===== src/rtl/text_buf_sched_pkg.sv =====
// Shared text-buffer definitions: RAM geometry, request record and scheduler state encoding.
package text_buf_sched_pkg;

  localparam int TEXT_ADDR_W = 8;
  localparam int CHAR_CODE_W = 7;
  localparam int LEVEL_W     = 5;

  localparam logic [CHAR_CODE_W-1:0] BLANK_CODE_DEF = 7'h20;

  typedef enum logic [1:0] {
    ST_IDLE  = 2'd0,
    ST_DRAIN = 2'd1,
    ST_CLEAR = 2'd2
  } sched_state_e;

  typedef struct packed {
    logic [TEXT_ADDR_W-1:0] xy;
    logic [CHAR_CODE_W-1:0] code;
  } wr_req_t;

  localparam int WR_REQ_W = $bits(wr_req_t);

  // A pending clear always wins over queued cell writes.
  function automatic sched_state_e next_state(input logic clr_busy, input logic fifo_nonempty);
    if (clr_busy) begin
      return ST_CLEAR;
    end else if (fifo_nonempty) begin
      return ST_DRAIN;
    end
    return ST_IDLE;
  endfunction

endpackage


===== src/rtl/text_buf_sched_fifo.sv =====
// Single-clock FIFO with a registered occupancy count; full/empty come from the count.
module sync_fifo #(
  parameter  int WIDTH = 15,
  parameter  int DEPTH = 8,
  localparam int PTR_W = $clog2(DEPTH),
  localparam int CNT_W = PTR_W + 1
) (
  input  logic             clk,
  input  logic             rst,
  input  logic             push,
  input  logic [WIDTH-1:0] wdata,
  input  logic             pop,
  output logic [WIDTH-1:0] rdata,
  output logic [CNT_W-1:0] count,
  output logic [CNT_W-1:0] count_next,
  output logic             full,
  output logic             empty
);

  logic [WIDTH-1:0] mem_q [DEPTH];
  logic [PTR_W-1:0] wr_ptr_q, wr_ptr_d;
  logic [PTR_W-1:0] rd_ptr_q, rd_ptr_d;
  logic [CNT_W-1:0] count_q, count_d;
  logic             push_ok;
  logic             pop_ok;

  assign full    = (count_q == CNT_W'(DEPTH));
  assign empty   = (count_q == '0);
  assign push_ok = push && !full;
  assign pop_ok  = pop && !empty;

  // Pointers are exactly log2(DEPTH) bits, so natural overflow is the modulo wrap.
  always_comb begin
    wr_ptr_d = wr_ptr_q + PTR_W'(push_ok);
    rd_ptr_d = rd_ptr_q + PTR_W'(pop_ok);
    count_d  = count_q + CNT_W'(push_ok) - CNT_W'(pop_ok);
  end

  always_ff @(posedge clk or posedge rst) begin
    if (rst) begin
      wr_ptr_q <= '0;
      rd_ptr_q <= '0;
      count_q  <= '0;
    end else begin
      wr_ptr_q <= wr_ptr_d;
      rd_ptr_q <= rd_ptr_d;
      count_q  <= count_d;
    end
  end

  always_ff @(posedge clk) begin
    if (push_ok) begin
      mem_q[wr_ptr_q] <= wdata;
    end
  end

  assign rdata      = mem_q[rd_ptr_q];
  assign count      = count_q;
  assign count_next = count_d;

endmodule


===== src/rtl/text_buf_sched.sv =====
// Text RAM write scheduler: queues cell writes and full-screen clears, issuing RAM
// writes only while vertical blanking is active.
module text_buf_sched
  import text_buf_sched_pkg::*;
#(
  parameter int                     FIFO_DEPTH = 8,
  parameter logic [CHAR_CODE_W-1:0] BLANK_CODE = BLANK_CODE_DEF
) (
  input  logic                   pclk,
  input  logic                   rst,
  input  logic                   vblnk_in,
  input  logic                   wr_valid,
  output logic                   wr_ready,
  input  logic [TEXT_ADDR_W-1:0] wr_xy,
  input  logic [CHAR_CODE_W-1:0] wr_code,
  input  logic                   clr_req,
  output logic                   clr_busy,
  output logic                   ram_we,
  output logic [TEXT_ADDR_W-1:0] ram_addr,
  output logic [CHAR_CODE_W-1:0] ram_data,
  output logic [LEVEL_W-1:0]     fifo_level,
  output logic                   overflow
);

  localparam int CNT_W = $clog2(FIFO_DEPTH) + 1;

  sched_state_e           state_q, state_d;
  logic                   clr_busy_q, clr_busy_d;
  logic [TEXT_ADDR_W-1:0] clr_addr_q, clr_addr_d;
  logic                   overflow_q, overflow_d;
  logic                   ready_en_q;
  logic                   ram_we_q, ram_we_d;
  logic [TEXT_ADDR_W-1:0] ram_addr_q, ram_addr_d;
  logic [CHAR_CODE_W-1:0] ram_data_q, ram_data_d;

  logic                   fifo_push;
  logic                   fifo_pop;
  logic [WR_REQ_W-1:0]    fifo_rdata;
  logic [CNT_W-1:0]       fifo_count;
  logic [CNT_W-1:0]       fifo_count_next;
  logic                   fifo_full;
  logic                   fifo_empty;
  wr_req_t                fifo_head;

  // ready_en_q keeps the port closed for the first edge after reset release.
  assign wr_ready  = ready_en_q && !fifo_full && !clr_busy_q;
  assign fifo_push = wr_valid && wr_ready;
  assign fifo_head = wr_req_t'(fifo_rdata);

  sync_fifo #(
    .WIDTH (WR_REQ_W),
    .DEPTH (FIFO_DEPTH)
  ) u_fifo (
    .clk        (pclk),
    .rst        (rst),
    .push       (fifo_push),
    .wdata      ({wr_xy, wr_code}),
    .pop        (fifo_pop),
    .rdata      (fifo_rdata),
    .count      (fifo_count),
    .count_next (fifo_count_next),
    .full       (fifo_full),
    .empty      (fifo_empty)
  );

  always_comb begin
    clr_busy_d = clr_busy_q;
    clr_addr_d = clr_addr_q;
    ram_we_d   = 1'b0;
    ram_addr_d = ram_addr_q;
    ram_data_d = ram_data_q;
    fifo_pop   = 1'b0;
    overflow_d = overflow_q | (wr_valid & ~wr_ready);

    unique case (state_q)
      ST_CLEAR: begin
        if (vblnk_in) begin
          ram_we_d   = 1'b1;
          ram_addr_d = clr_addr_q;
          ram_data_d = BLANK_CODE;
          clr_addr_d = clr_addr_q + 1'b1;
          // Writing the last cell ends the clear; the wrapped counter is not reused.
          if (clr_addr_q == '1) begin
            clr_busy_d = 1'b0;
          end
        end
      end
      ST_DRAIN: begin
        if (vblnk_in && !fifo_empty) begin
          fifo_pop   = 1'b1;
          ram_we_d   = 1'b1;
          ram_addr_d = fifo_head.xy;
          ram_data_d = fifo_head.code;
        end
      end
      default: begin
      end
    endcase

    if (clr_req && !clr_busy_q) begin
      clr_busy_d = 1'b1;
      clr_addr_d = '0;
    end

    state_d = next_state(clr_busy_d, fifo_count_next != '0);
  end

  always_ff @(posedge pclk or posedge rst) begin
    if (rst) begin
      state_q    <= ST_IDLE;
      clr_busy_q <= 1'b0;
      clr_addr_q <= '0;
      overflow_q <= 1'b0;
      ready_en_q <= 1'b0;
      ram_we_q   <= 1'b0;
      ram_addr_q <= '0;
      ram_data_q <= '0;
    end else begin
      state_q    <= state_d;
      clr_busy_q <= clr_busy_d;
      clr_addr_q <= clr_addr_d;
      overflow_q <= overflow_d;
      ready_en_q <= 1'b1;
      ram_we_q   <= ram_we_d;
      ram_addr_q <= ram_addr_d;
      ram_data_q <= ram_data_d;
    end
  end

  assign clr_busy   = clr_busy_q;
  assign overflow   = overflow_q;
  assign ram_we     = ram_we_q;
  assign ram_addr   = ram_addr_q;
  assign ram_data   = ram_data_q;
  assign fifo_level = LEVEL_W'(fifo_count);

endmodule


===== config.mk =====
export PLATFORM = sky130hd
export DESIGN_NAME = text_buf_sched
export DESIGN_NICKNAME = d
export VERILOG_FILES = /design/src/rtl/text_buf_sched_pkg.sv /design/src/rtl/text_buf_sched_fifo.sv /design/src/rtl/text_buf_sched.sv
export SDC_FILE = /design/constraint.sdc
export NUM_CORES = 1
export LEC_CHECK = 0
export ABC_AREA = 1
export CAP_MARGIN = 15
export CORE_MARGIN = 3
export CORE_UTILIZATION = 54
export DETAILED_ROUTE_END_ITERATION = 10
export GPL_TIMING_DRIVEN = 0
export MAX_ROUTING_LAYER = met4
export PLACE_DENSITY = 0.76
export SYNTH_ARGS = -nofsm -noshare
export SYNTH_HDL_FRONTEND = slang
export SYNTH_HIERARCHICAL = 1
export SYNTH_SLANG_ARGS = --single-unit

===== constraint.sdc =====
create_clock -name pclk -period 2.75 [get_ports pclk]
set_input_delay 0.4125 -clock pclk [delete_from_list [all_inputs] [get_ports pclk]]
set_output_delay 0.4125 -clock pclk [all_outputs]
set_load 0.01 [all_outputs]

**Yosys cells after proc, flatten, opt, wreduce, memory -nomap -nowiden**

Memory sizes are Yosys's and may differ from the RTL's.
Index checks and enable logic that the tools add are counted.

- Register bits: 39
- Logic and storage cells: 67
- Output and inout port bits: 24
- Input bits: 20
- Memories: 1
- Bits in writable memories: 120

Memory list:

| name | depth | bits a word | read ports | clocked after memory_dff | wr ports | RTL line | source |
|---|---|---|---|---|---|---|---|
| u_fifo.mem_q | 8 | 15 | 1 | 0 | 1 | text_buf_sched_fifo.sv:20 | `logic [WIDTH-1:0] mem_q [DEPTH];` |

- Muxes and demuxes: 24
- Eq/ne operators: 6
- Reductions and logical operators: 17
- $add $sub $neg: 5
- Bitwise gates (word level): 3

Operators by type and width:

| cell | count |
|---|---|
| $mux 8 | 5 |
| $pmux 8 s2 | 1 |
| $mux 7 | 2 |
| $pmux 7 s2 | 1 |
| $mux 1 | 11 |
| $add 8x1->8 const B | 1 |
| $eq 8x8->1 const B | 1 |
| $logic_and 1x1->1 | 7 |
| $add 3x1->3 | 2 |
| $mux 2 | 3 |
| $reduce_bool 2->1 | 3 |
| $add 4x1->4 | 1 |
| $eq 4x4->1 const B | 1 |
| $logic_not 4->1 | 1 |
| $ne 2x2->1 const B | 2 |
| $reduce_bool 4->1 | 1 |
| $sub 4x1->4 | 1 |
| $logic_not 1->1 | 3 |
| $reduce_and 3->1 | 1 |
| $eq 2x1->1 const B | 1 |
| $eq 2x2->1 const B | 1 |
| $pmux 1 s2 | 1 |
| $reduce_and 2->1 | 1 |
| $and 1x1->1 | 1 |
| other kinds (2) | 2 |

**Depth between registers and ports, before layout**

Gate-level depths: netlist (run 1).

- Word-level depth: 12
- Mapped depth: 17
- Depth with buffers taken out: 17

**Cells and area by module**

Netlist (run 1), hierarchy kept.

Modules (own cells, without submodules):

| module | instances | sequential area each (um2) | area an instance (um2) | cells an instance |
|---|---|---|---|---|
| sync_fifo | 1 | 3853.7 | 5831.8 | 580 |
| text_buf_sched | 1 | 700.7 | 1367.6 | 162 |

**Worst setup path before layout (run 1)**

OpenSTA, ideal clock, no wires.

- Kind: register to register
- From: register u_fifo.count_q[2], in the netlist u_fifo/count[2]
- To: memory u_fifo.mem_q[6][0] (enable)
- Path slack: 0.005 ns
- Arrival: 2.339 ns
- Stages on the path, launching flop included: 8
- Setup time: 0.406 ns
- Buffers on the path: 0
- Period minus slack after synthesis: 2.745 ns
- Data required time: 2.344 ns
- Cell sequence: dfrtp_1 > inv_1 > ha_1 > inv_1 > nor2_1 > nor4_1 > o21ai_2 > nor3_1

- Word-level cells in the longest chain between the ends: 8

RTL lines:

| what | RTL line | source |
|---|---|---|
| from (decl) | text_buf_sched_fifo.sv:23 | `logic [CNT_W-1:0] count_q, count_d;` |
| from (signal assigned) | text_buf_sched_fifo.sv:47 | `count_q <= count_d;` |
| $eq 4x4->1 | text_buf_sched_fifo.sv:27 | `assign full = (count_q == CNT_W'(DEPTH));` |
| named net fifo_full | text_buf_sched.sv:41 | `logic fifo_full;` |
| $logic_not 1->1 | text_buf_sched.sv:46 | `assign wr_ready = ready_en_q && !fifo_full && !clr_busy_q;` |
| $logic_and 1x1->1 (2 in series) | text_buf_sched.sv:46 |  |
| $logic_and 1x1->1 | text_buf_sched.sv:47 | `assign fifo_push = wr_valid && wr_ready;` |
| named net fifo_push | text_buf_sched.sv:36 | `logic fifo_push;` |
| $logic_and 1x1->1 | text_buf_sched_fifo.sv:29 | `assign push_ok = push && !full;` |
| $mux 1 | text_buf_sched_fifo.sv:52 | `if (push_ok) begin` |
| $mux 1 (implied by the code) | text_buf_sched_fifo.sv:53 | `mem_q[wr_ptr_q] <= wdata;` |
| to (decl) | text_buf_sched_fifo.sv:20 |  |

The timed path passes the listed nets, and every way through them passes these cells.

**Final worst setup path (run 1)**

- From: register u_fifo.count_q[2], in the netlist u_fifo/count[2]
- To: register state_q[0]

- Elaborated cells on any way between the ends: 18
- Classes of those cells: add/sub (2); eq/ne (1); mux (5); reduce/logical (10)

RTL lines:

| what | RTL line | source |
|---|---|---|
| $logic_not 4->1 | text_buf_sched_fifo.sv:28 | `assign empty = (count_q == '0);` |
| named net fifo_empty | text_buf_sched.sv:42 | `logic fifo_empty;` |
| $logic_not 1->1 | text_buf_sched.sv:89 | `if (vblnk_in && !fifo_empty) begin` |
| $logic_and 1x1->1 | text_buf_sched.sv:89 |  |
| $mux 1 | text_buf_sched.sv:89 |  |
| $mux 1 | text_buf_sched.sv:75 | `unique case (state_q)` |
| named net fifo_pop | text_buf_sched.sv:37 | `logic fifo_pop;` |
| $logic_and 1x1->1 | text_buf_sched_fifo.sv:30 | `assign pop_ok = pop && !empty;` |
| $sub 4x1->4 | text_buf_sched_fifo.sv:36 | `count_d = count_q + CNT_W'(push_ok) - CNT_W'(pop_ok);` |
| named net fifo_count_next[1] | text_buf_sched.sv:40 | `logic [CNT_W-1:0] fifo_count_next;` |
| $reduce_bool 4->1 | text_buf_sched.sv:105 | `state_d = next_state(clr_busy_d, fifo_count_next != '0);` |
| $mux 1 | text_buf_sched_pkg.sv:27 | `end else if (fifo_nonempty) begin` |
| $mux 1 | text_buf_sched_pkg.sv:25 | `if (clr_busy) begin` |
| $mux 2 | text_buf_sched_pkg.sv:30 | `return ST_IDLE;` |
| named net state_d[0] | text_buf_sched.sv:27 | `sched_state_e state_q, state_d;` |
| to (signal assigned) | text_buf_sched.sv:119 | `state_q <= state_d;` |
| to (decl) | text_buf_sched.sv:27 |  |

The timed path passes the listed nets, and every way through them passes these cells.
A chain may end at the register's enable or synchronous reset.

==> results of run 1 <==
routing by layer:
metal | vias up | track usage, % | share of wire (%)
met3 | 52 | 6.25 | 7.3
met2 | 246 | 41.4 | 50
li1 | 2469 | - | -
met5 | - | - | 0
met4 | 0 | 11.6 | 3.4
met1 | 2552 | 29.2 | 39
worst max-delay path: cells and delay by family (launching register included):
family / cells / cell delay, ps
fa+ha+maj: 4 / 1110
simple gates: 6 / 720
flops: 1 / 390
buf+inv: 5 / 280
per-stage QoR:
step                      power [uW]  utilization (%)  setup slack [ps]  cells
after floorplan                 4390                -              5.45    742
after global placement          5070             61.1             -1060    956
after detailed placement        5210             62.1              -369    964
after CTS                       7660             67.1              2.68    998
after global routing            8140             67.8             -13.2   1004
final                           7730             67.8               129   1004
power breakdown:
group,switching [uW],internal (uW)
clock network,952,1470
registers,150,2740
logic,1540,872
total,2640,5090
final timing paths:
| check | to | depth (start not counted) |
|---|---|---|
| max in group asynchronous | clr_busy | 3 |
| min in group pclk | overflow | 1 |
| max | state_q[0] | 15 |
| min reg2reg | overflow | 1 |
| min | ram_data[2] | 2 |
| max reg2reg | state_q[0] | 15 |
what timing repair did:
item,in CTS,in global routing
setup buffers,2,5
pin swaps,1,7
endpoints found under the setup margin,1,17
resized for setup,2,11
Yosys cell counts (3+ instances only):
cell type  instances
o21ai_0           17
dfrtp_1           38
nand2_1          231
buf_2             14
nor2_1            20
inv_1            160
nand3_1           73
edfxtp_1         120
buf_6             10
ha_1              13
xor2_1             4
buf_4              3
nor3_1            10
a21oi_1           12
final cells by class:
type / count / area (um^2)
sequential: 158 / 4560
multi-input combinational: 395 / 1910
buffer: 28 / 209
clock buffer: 19 / 453
inverter: 161 / 607
clock inverter: 13 / 163
fill: 943 / 4130
tap: 172 / 215
timing repair buffer: 58 / 591
logic make-up (layout without fill, tap and decap cells):
| kind of cell | count (synthesis) | count (layout) | share of synthesized area (%) |
|---|---|---|---|
| AND/OR/NAND/NOR | 342 | 342 | 19.7 |
| XOR/XNOR | 4 | 4 | 0.487 |
| AO/OA/AOI/OAI | 33 | 33 | 2.57 |
| flip-flops | 158 | 158 | 63.3 |
| other | 2 | 2 | 0.104 |
| adder cells (fa/ha/maj) | 14 | 14 | 2.54 |
| buffers and inverters | 189 | 279 | 11.3 |
state kept, by name, indices dropped and copies added (netlist names), 3 cells and up:
name / flops
u_fifo/mem_q: 120
u_fifo/wr_ptr_q: 3
ram_addr: 8
clr_addr_q: 8
ram_data: 7
u_fifo/count: 4
u_fifo/rd_ptr_q: 3
==> metrics.md, run 1 <==
| Metric | Value |
|---|---|
| CTS buffer count | 17 |
| Status | completed |
| Hold_buf cts | 0 |
| Global-route wire length before repair | 26900 um |
| Cells after Synth | 742 |
| Share of cells above drive strength 1 | 11.9% |
| Register-to-register setup slack | 130 ps |
| Design area | 8700 um^2 |
| Commonest cells after routing, fill and taps aside | nand2_1, inv_1, edfxtp_1 |
| Maximum fanout along the worst path | 4 |
| Worst hold slack | 286 ps |
| Min-Delay Path Class | in -> async |
| Ys async rst share | 24.1% |
| Synth top area cells | edfxtp_1, dfrtp_1, nand2_1, inv_1, nand3_1 |
| Final Hold Viols | 0 |
| Die W | 121 um |
| Critical path class | reg -> reg |
| I/O Buffers | 42 |
| Kind of end point of the critical path | register |
| Syn Nets | 776 |
| EDFF count, synth | 120 |
| Clk_skew | 5.84 ps |
| Wire per inst | 16.6 um |
| Worst setup path startpoint | u_fifo/count[2] |
| Max Root-Sink Buffers | 2 |
| Final Cycle Share | 95.3% |
| Sequential area share after synthesis | 63.3% |
| Drt first pass iters | 5 |
| Syn avg cell area | 9.70 um^2 |
| Synth top area share | 50.1% |
| Final period demand of the worst path | 2620 ps |
| Largest net degree at the start of global routing | 29 |
| CP Data Required Time | 3060 ps |
| Global-route usage over all layers | 25.1% |
| Final #Nets | 853 |
| Placer Congestion | 0.875 |
| Post-placement cell area | 7970 um^2 |
| Die H | 121 um |
| Commonest non-fill, non-tap cell in the layout | nand2_1 |
| Cell variety after synth | 28 |
| Row count | 41 |
| Post-synth top flop | edfxtp_1 |
| H-Tree Level Count | 4 |
| Slew headroom | 35.8% |
| Clk slew on worst S/H paths | 60 ps |
| Die area | 14800 um^2 |
| Slew @ Worst Pin | 958 ps |
| DPL Wire Length | 11300 um |
| VDD IR max | 0.653 mV |
| CTS root buffer | clkbuf_16 |
| Initial DRC count | 522 |
| Cell mode on critical path | inv_2 |
| TritonCTS clock tree | done |
| Core Region | 12800 um^2 |
| Max Slew Vio Count | 0 |
| Avg Vias per Cell | 5.30 |
| Clk_lat worst skew | 430 ps |
| Synth Cell Area | 7200 um^2 |
| Yosys warns | 6 |
| Vias in the first global route | 5393 |
| Max Fclk | 0.382 GHz |
| Clk sinks | 158 |
| Setup TNS | 0 ps |
| I/O pin count | 44 |
| Max_cap viols | 0 |
| Initial antenna violation count | 0 |
| Critical-path cell list | inv_2 -> ha_1 -> inv_2 -> nor2_4 -> nor2_4 -> nand2_4 -> inv_1 -> inv_1 -> nor2_2 -> ha_1 -> inv_2 -> ha_4 -> fa_1 -> nor4_2 -> nor2_1 |
| Area grow syn2layout | 20.8% |
| Antenna viol nets, final | 0 |
| Grt ovf | 0 |
| DRC | 0 |
| Final WL | 16700 um |
| Yosys top cell by area | edfxtp_1 |
| Reg2reg start | u_fifo/count[2] |
| CP max stage delay | 490 ps |
| Diodes inserted | 0 |
| Leakage power | 0.00404 uW |
| Initial core utilization | 56.1% |
| Pwr dens | 889 nW/um^2 |
| #FFs+latches synth | 158 |
| Final setup fails | 0 |
| Startpoint Class | register |
| CP max-delay cell | fa_1 |
| Crit path DAT | 2930 ps |
| Vias | 5319 |
Note: power is estimated with default switching activity, not from simulation.
==> inputs of run 2 (changes only) <==
Settings changed: GPL_TIMING_DRIVEN 0 to 1.
==> metrics.md, run 2 (synthesized netlist as in run 1, its figures left out) <==
| Metric | Value |
|---|---|
| Status | completed |
| Register-to-register setup slack | 150 ps (+20 ps) |
| Die H | 121 um (unchanged) |
| VDD IR max | 0.459 mV (-30%) |
| Die area | 14800 um^2 (unchanged) |
| Clk slew on worst S/H paths | 60 ps (about the same) |
| Commonest non-fill, non-tap cell in the layout | nand2_1 |
| Vias | 4940 (-7.1%) |
| Placer Congestion | 0.853 (-2.5%) |
| DRC | 0 (unchanged) |
| Vias in the first global route | 4790 (-11%) |
| Reg2reg end | state_q[0] |
| Final Cycle Share | 94.4% (-0.90 points) |
| Fin util | 65.4% (-2.5 points) |
| Core Region | 12800 um^2 (unchanged) |
| Unrepaired setup endpoints after global routing | false |
| Maximum fanout along the worst path | 3 (-1) |
| Wire per inst | 15.2 um (-8.9%) |
| I/O Buffers | 42 (unchanged) |
| Final WL | 14800 um (-11%) |
| Diodes inserted | 0 (unchanged) |
| Min-Delay Path Class | in -> async |
| Initial antenna violation count | 0 (unchanged) |
| Routed wl met3 | 894 um (-27%) |
| Initial core utilization | 56.1% (unchanged) |
| Slew headroom | 43.3% (+7.6 points) |
| Placed Cells | 946 (-1.9%) |
| Max_cap viols | 0 (unchanged) |
| Avg Vias per Cell | 5.05 (-4.7%) |
| Critical path class | reg -> reg |
| H-Tree Level Count | 4 (unchanged) |
| TritonCTS clock tree | done |
| CTS buffer count | 17 (unchanged) |
| Slew @ Worst Pin | 849 ps (-109 ps) |
| Final #Nets | 827 (-3.0%) |
| Pwr dens | 857 nW/um^2 (-3.6%) |
| Global-route usage over all layers | 22.0% (-3.1 points) |
| Post-CTS Setup Inserts | 0 (-2) |
| Die W | 121 um (unchanged) |
| Antenna viol nets, final | 0 (unchanged) |
| Final Hold Viols | 0 (unchanged) |
| DPL Wire Length | 9120 um (-19%) |
| CP Data Required Time | 3050 ps (about the same) |
| Max Fclk | 0.385 GHz (+0.95%) |
| Row count | 41 (unchanged) |
| Final setup fails | 0 (unchanged) |
| Reg2reg start | u_fifo/count[2] |
| Final cell count without fillers | 978 (-2.6%) |
| I/O pin count | 44 (unchanged) |
| Met2 WL | 7580 um (-10%) |
| Largest Register | u_fifo/mem_q |
| Register-to-Register Path Depth | 15 (unchanged) |
| Largest register FFs | 120 (unchanged) |
| Kind of end point of the critical path | register |
| Max Slew Vio Count | 0 (unchanged) |
| Drt first pass iters | 5 (unchanged) |
| M1 wire length | 6120 um (-5.5%) |
| Clk_lat worst skew | 420 ps (about the same) |
| Clk_skew | 7.92 ps (+2.08 ps) |
| Share of cells above drive strength 1 | 7.94% (-4.0 points) |
| Startpoint Class | register |
| Crit path DAT | 2890 ps (-40 ps) |
| Commonest cells after routing, fill and taps aside | nand2_1, inv_1, edfxtp_1 |
| Leakage power | 0.00389 uW (-3.7%) |
| Top sig layer | met4 |
| Initial DRC count | 351 (-33%) |
| CTS root buffer | clkbuf_16 |
| Final period demand of the worst path | 2600 ps (-24.6 ps) |
| Worst hold slack | 310 ps (+24.4 ps) |
| Max Root-Sink Buffers | 2 (unchanged) |
| Global-route wire length before repair | 23700 um (-12%) |
| Clk sinks | 158 (unchanged) |
| Area grow syn2layout | 16.4% |
| Grt ovf | 0 (unchanged) |
| Largest net degree at the start of global routing | 61 (+110%) |
| Hold_buf cts | 0 (unchanged) |
run 2: cell count changes in the layout (fill, tap and decap cells not counted), sizes merged:
cell      delta
inv          -1
bufinv       -1
clkbuf       -3
clkinvlp     -1
buf         -25
clkinv       +5
run 2: power breakdown:
group / switching, uW / internal, uW
clock network: 926 / 1330
logic: 1290 / 702
registers: 193 / 2750
total: 2410 / 4770
run 2: metrics by stage:
step                      area (um^2)  power [uW]  TNS [ps]  setup slack [ps]
after global routing             8380        7610         0              17.1
after detailed placement         7800        4930      -139              -139
after CTS                        8380        7210         0              24.2
final                            8380        7180         0               154
after floorplan                  7200        4390         0              5.45
after global placement           7800        4820     -3.55             -3.55
run 2: area by class of cell:
class                   count  area (um^2)
clock inverters            15          146
inverters                 161          607
fillers                   996         4440
clock buffers              17          425
flip-flops and latches    158         4560
well taps                 172          215
repair buffers             60          556
multi-input cells         395         1880
run 2: repair_timing:
| action | CTS | global route |
|---|---|---|
| resized for setup | 1 | 1 |
| endpoints found under the setup margin | 1 | 1 |
| pin swaps | 0 | 2 |
run 2: worst max-delay path by stage:
stage / depth (start not counted) / slack [ps] / endpoint / start
final: 15 / 150 / state_q[0] / u_fifo/count[2]
after global routing: 15 / 20 / state_q[0] / u_fifo/count[2]
after CTS: 12 / 20 / state_q[0] / u_fifo/count[2]
after detailed placement: 13 / -140 / state_q[0] / vblnk_in
after global placement: 13 / -4 / state_q[0] / vblnk_in
after floorplan: 7 / 5 / u_fifo/mem_q[6][0] / u_fifo/count[2]
run 2: critical path, cell delays in order, from the launching register on:
cell     delay, ps
dfrtp_1        360
inv_1           80
ha_1           190
inv_1           60
nor2_2          50
nor2_4         130
nand2_4         50
inv_1           50
inv_1           30
nor2_1         140
ha_1           250
inv_1           60
ha_1           170
fa_1           460
nor4_2         300
nor2_1          80
run 2: routing by layer:
metal	vias up	track usage, %
met4	0	8.82
met5	-	-
li1	2421	-
met3	32	4.94
met2	177	35.9
met1	2310	26.9
==> inputs of run 3 (changes only) <==
Settings changed: ABC_AREA 1 to 0, CORE_UTILIZATION 54 to 53, CTS_CLUSTER_SIZE set to 28.
==> metrics.md, run 3 <==
| Metric | Value |
|---|---|
| Filler cell count | 779 (-22%) |
| Post-synth top flop | edfxtp_1 |
| Die W | 117 um (-3.6%) |
| Slew @ Worst Pin | 721 ps (-128 ps) |
| Setup ws final | 10.1 ps (-144 ps) |
| Grt ovf | 0 (unchanged) |
| Yosys top cell by area | edfxtp_1 |
| Final setup fails | 0 (unchanged) |
| Global-route usage over all layers | 20.2% (-1.8 points) |
| Clk sinks | 158 (unchanged) |
| Final cell count without fillers | 578 (-41%) |
| Initial core utilization | 55.8% (-0.32 points) |
| DPL Wire Length | 7350 um (-19%) |
| Commonest cells after routing, fill and taps aside | edfxtp_1, clkdlybuf4s50_1, dfrtp_1 |
| Drt first pass iters | 4 (-1) |
| Max_cap viols | 0 (unchanged) |
| Min-Delay Path Class | in -> async |
| Initial antenna violation count | 0 (unchanged) |
| Area grow syn2layout | 21.5% |
| Clk_skew | 7.85 ps (-0.0727 ps) |
| Ys async rst share | 24.1% (unchanged) |
| CTS root buffer | clkbuf_16 |
| Yosys warns | 6 (unchanged) |
| Wire per inst | 21.2 um (+40%) |
| Final period demand of the worst path | 2740 ps (+144 ps) |
| Commonest cells post-synth | edfxtp_1, dfrtp_1, mux2_2 |
| Design area | 7940 um^2 (-5.3%) |
| Unrepaired setup endpoints after global routing | true |
| H-Tree Level Count | 4 (unchanged) |
| Max Slew Vio Count | 0 (unchanged) |
| Avg Vias per Cell | 5.83 (+15%) |
| Syn Nets | 384 (-51%) |
| Vias | 3372 (-32%) |
| Startpoint Class | register |
| Vias in the first global route | 3499 (-27%) |
| Leakage power | 0.00292 uW (-25%) |
| VDD IR max | 0.551 mV (+20%) |
| Pre-CTS setup slack | -56.0 ps (+82.7 ps) |
| Cell variety after synth | 38 (+36%) |
| Die H | 117 um (-3.6%) |
| Maximum fanout along the worst path | 4 (+1) |
| Row count | 39 (-4.9%) |
| Initial DRC count | 286 (-19%) |
| Crit path DAT | 3040 ps (+150 ps) |
| Synth top area share | 55.1% (+5.1 points) |
| Max Root-Sink Buffers | 2 (unchanged) |
| I/O pin count | 44 (unchanged) |
| Synth Cell Area | 6540 um^2 (-9.2%) |
| DRC | 0 (unchanged) |
| Cells after Synth | 350 (-53%) |
| Syn avg cell area | 18.7 um^2 (+92%) |
| Pwr dens | 727 nW/um^2 (-15%) |
| Largest Register | u_fifo/mem_q |
| Max Fclk | 0.365 GHz (-5.2%) |
| Sequential area share after synthesis | 69.7% (+6.4 points) |
| Die area | 13700 um^2 (-7.1%) |
| TritonCTS clock tree | done |
| Final Cycle Share | 99.6% (+5.2 points) |
| CTS buffer count | 17 (unchanged) |
| Cell with the most instances after synthesis | edfxtp_1 |
| Area occupied by multi-input gates | 1910 um^2 (+1.8%) |
| FF+latch area | 4550 um^2 (about the same) |
| Synth top area cells | edfxtp_1, dfrtp_1, mux4_1, mux2_2, ha_1 |
| Clk_lat worst skew | 420 ps (about the same) |
| Largest register FFs | 120 (unchanged) |
| EDFF count, synth | 120 (unchanged) |
| Diodes inserted | 0 (unchanged) |
| Hold_buf cts | 0 (unchanged) |
| Placer Congestion | 0.741 (-13%) |
| Global-route wire length before repair | 19300 um (-19%) |
| Fin util | 67.8% (+2.4 points) |
| Clk slew on worst S/H paths | 70 ps (about the same) |
| Share of cells above drive strength 1 | 24.8% (+17 points) |
| Slew headroom | 51.8% (+8.4 points) |
| Final Hold Viols | 0 (unchanged) |
| CP Data Required Time | 3050 ps (about the same) |
| Kind of end point of the critical path | register |
| Final WL | 12300 um (-17%) |
| Placed Cells | 541 (-43%) |
| Core Region | 11700 um^2 (-8.7%) |
| Commonest non-fill, non-tap cell in the layout | edfxtp_1 |
| Critical path class | reg -> reg |
| Final #Nets | 456 (-45%) |
| Antenna viol nets, final | 0 (unchanged) |
| I/O Buffers | 42 (unchanged) |
| Largest net degree at the start of global routing | 32 (-48%) |
| Status | completed |
| #FFs+latches synth | 158 (unchanged) |
| Post-placement cell area | 7230 um^2 (-7.3%) |
[run 3: changes by cell type in the layout (fill, tap and decap cells not counted), moves of 12 or more]
cell     previous run  this run
nand2_1           231        15
inv_1             160        15
o21ai_0            17         5
mux2_2              0        31
mux4_1              0        30
nand3_1            73         4
[run 3: cell families after synthesis]
kind of cell | after synthesis | share of synthesized area [%]
muxes | 67 | 18.3
and+or+nand+nor | 52 | 4.08
DFF | 158 | 69.7
AOI/OAI and AO/OA | 18 | 1.72
adders and majority gates | 14 | 2.79
xor gates and xnor gates | 6 | 0.804
other | 2 | 0.115
buffers and inverters | 33 | 2.49
[run 3: through the flow]
step           setup TNS (ps)  total power [uW]  hold slack [ps]
4_1_cts                     0              5780              157
6_report                    0              5770              170
3_3_place_gp                0              3360              460
3_5_place_dp            -56.0              3400              493
2_1_floorplan               0              3130              253
5_1_grt                 -78.5              6010              167
[run 3: power by group]
group	switching [uW]	internal, uW
Sequential	93.9	2680
Combinational	292	348
Clock	988	1370
Total	1370	4400
[run 3: cell type report]
type                            instances  share of cell area (%)
Clock inverter                         14                    2.16
Multi-Input combinational cell        159                    24.1
Tap cell                              143                    2.25
Sequential cell                       158                    57.3
Clock buffer                           18                    5.40
Inverter                               19                   0.898
Timing Repair Buffer                   67                    7.86
[run 3: metal layers]
layer / vias to the layer above / routed length [um] / GRT usage, %
met5: - / 0 / -
met4: 0 / 197 / 5.73
met3: 21 / 611 / 5.45
met2: 107 / 6310 / 32.9
met1: 1725 / 5150 / 25.4
li1: 1519 / - / -
[run 3: worst max-delay path, stage by stage, from the launching register on]
cell,delay (ps)
dfrtp_1,390
buf_4,140
inv_1,60
ha_1,150
nor3b_4,270
nor2_1,90
nor2b_1,180
ha_4,280
inv_2,40
ha_4,160
fa_2,370
xor2_2,170
nor4_2,240
nor2_1,90
[run 3: worst paths after layout]
| path | startpoint | slack [ps] | end | cells past startpoint |
|---|---|---|---|---|
| worst min register to register | overflow | 490 | overflow | 1 |
| worst min-delay path | rst | 170 | overflow | 2 |
| worst max register to register | u_fifo/count[3] | 10 | state_q[0] | 13 |
| min in group pclk | overflow | 490 | overflow | 1 |
| max in group asynchronous | rst | 1990 | clr_addr_q[5] | 3 |
| worst max-delay path | u_fifo/count[3] | 10 | state_q[0] | 13 |
[run 3: repair_timing]
item | 4_1_cts | 5_1_grt
gates resized for setup | 3 | 13
pin swaps | 2 | 7
setup buffers | 1 | 3
endpoints found under the setup margin | 1 | 1
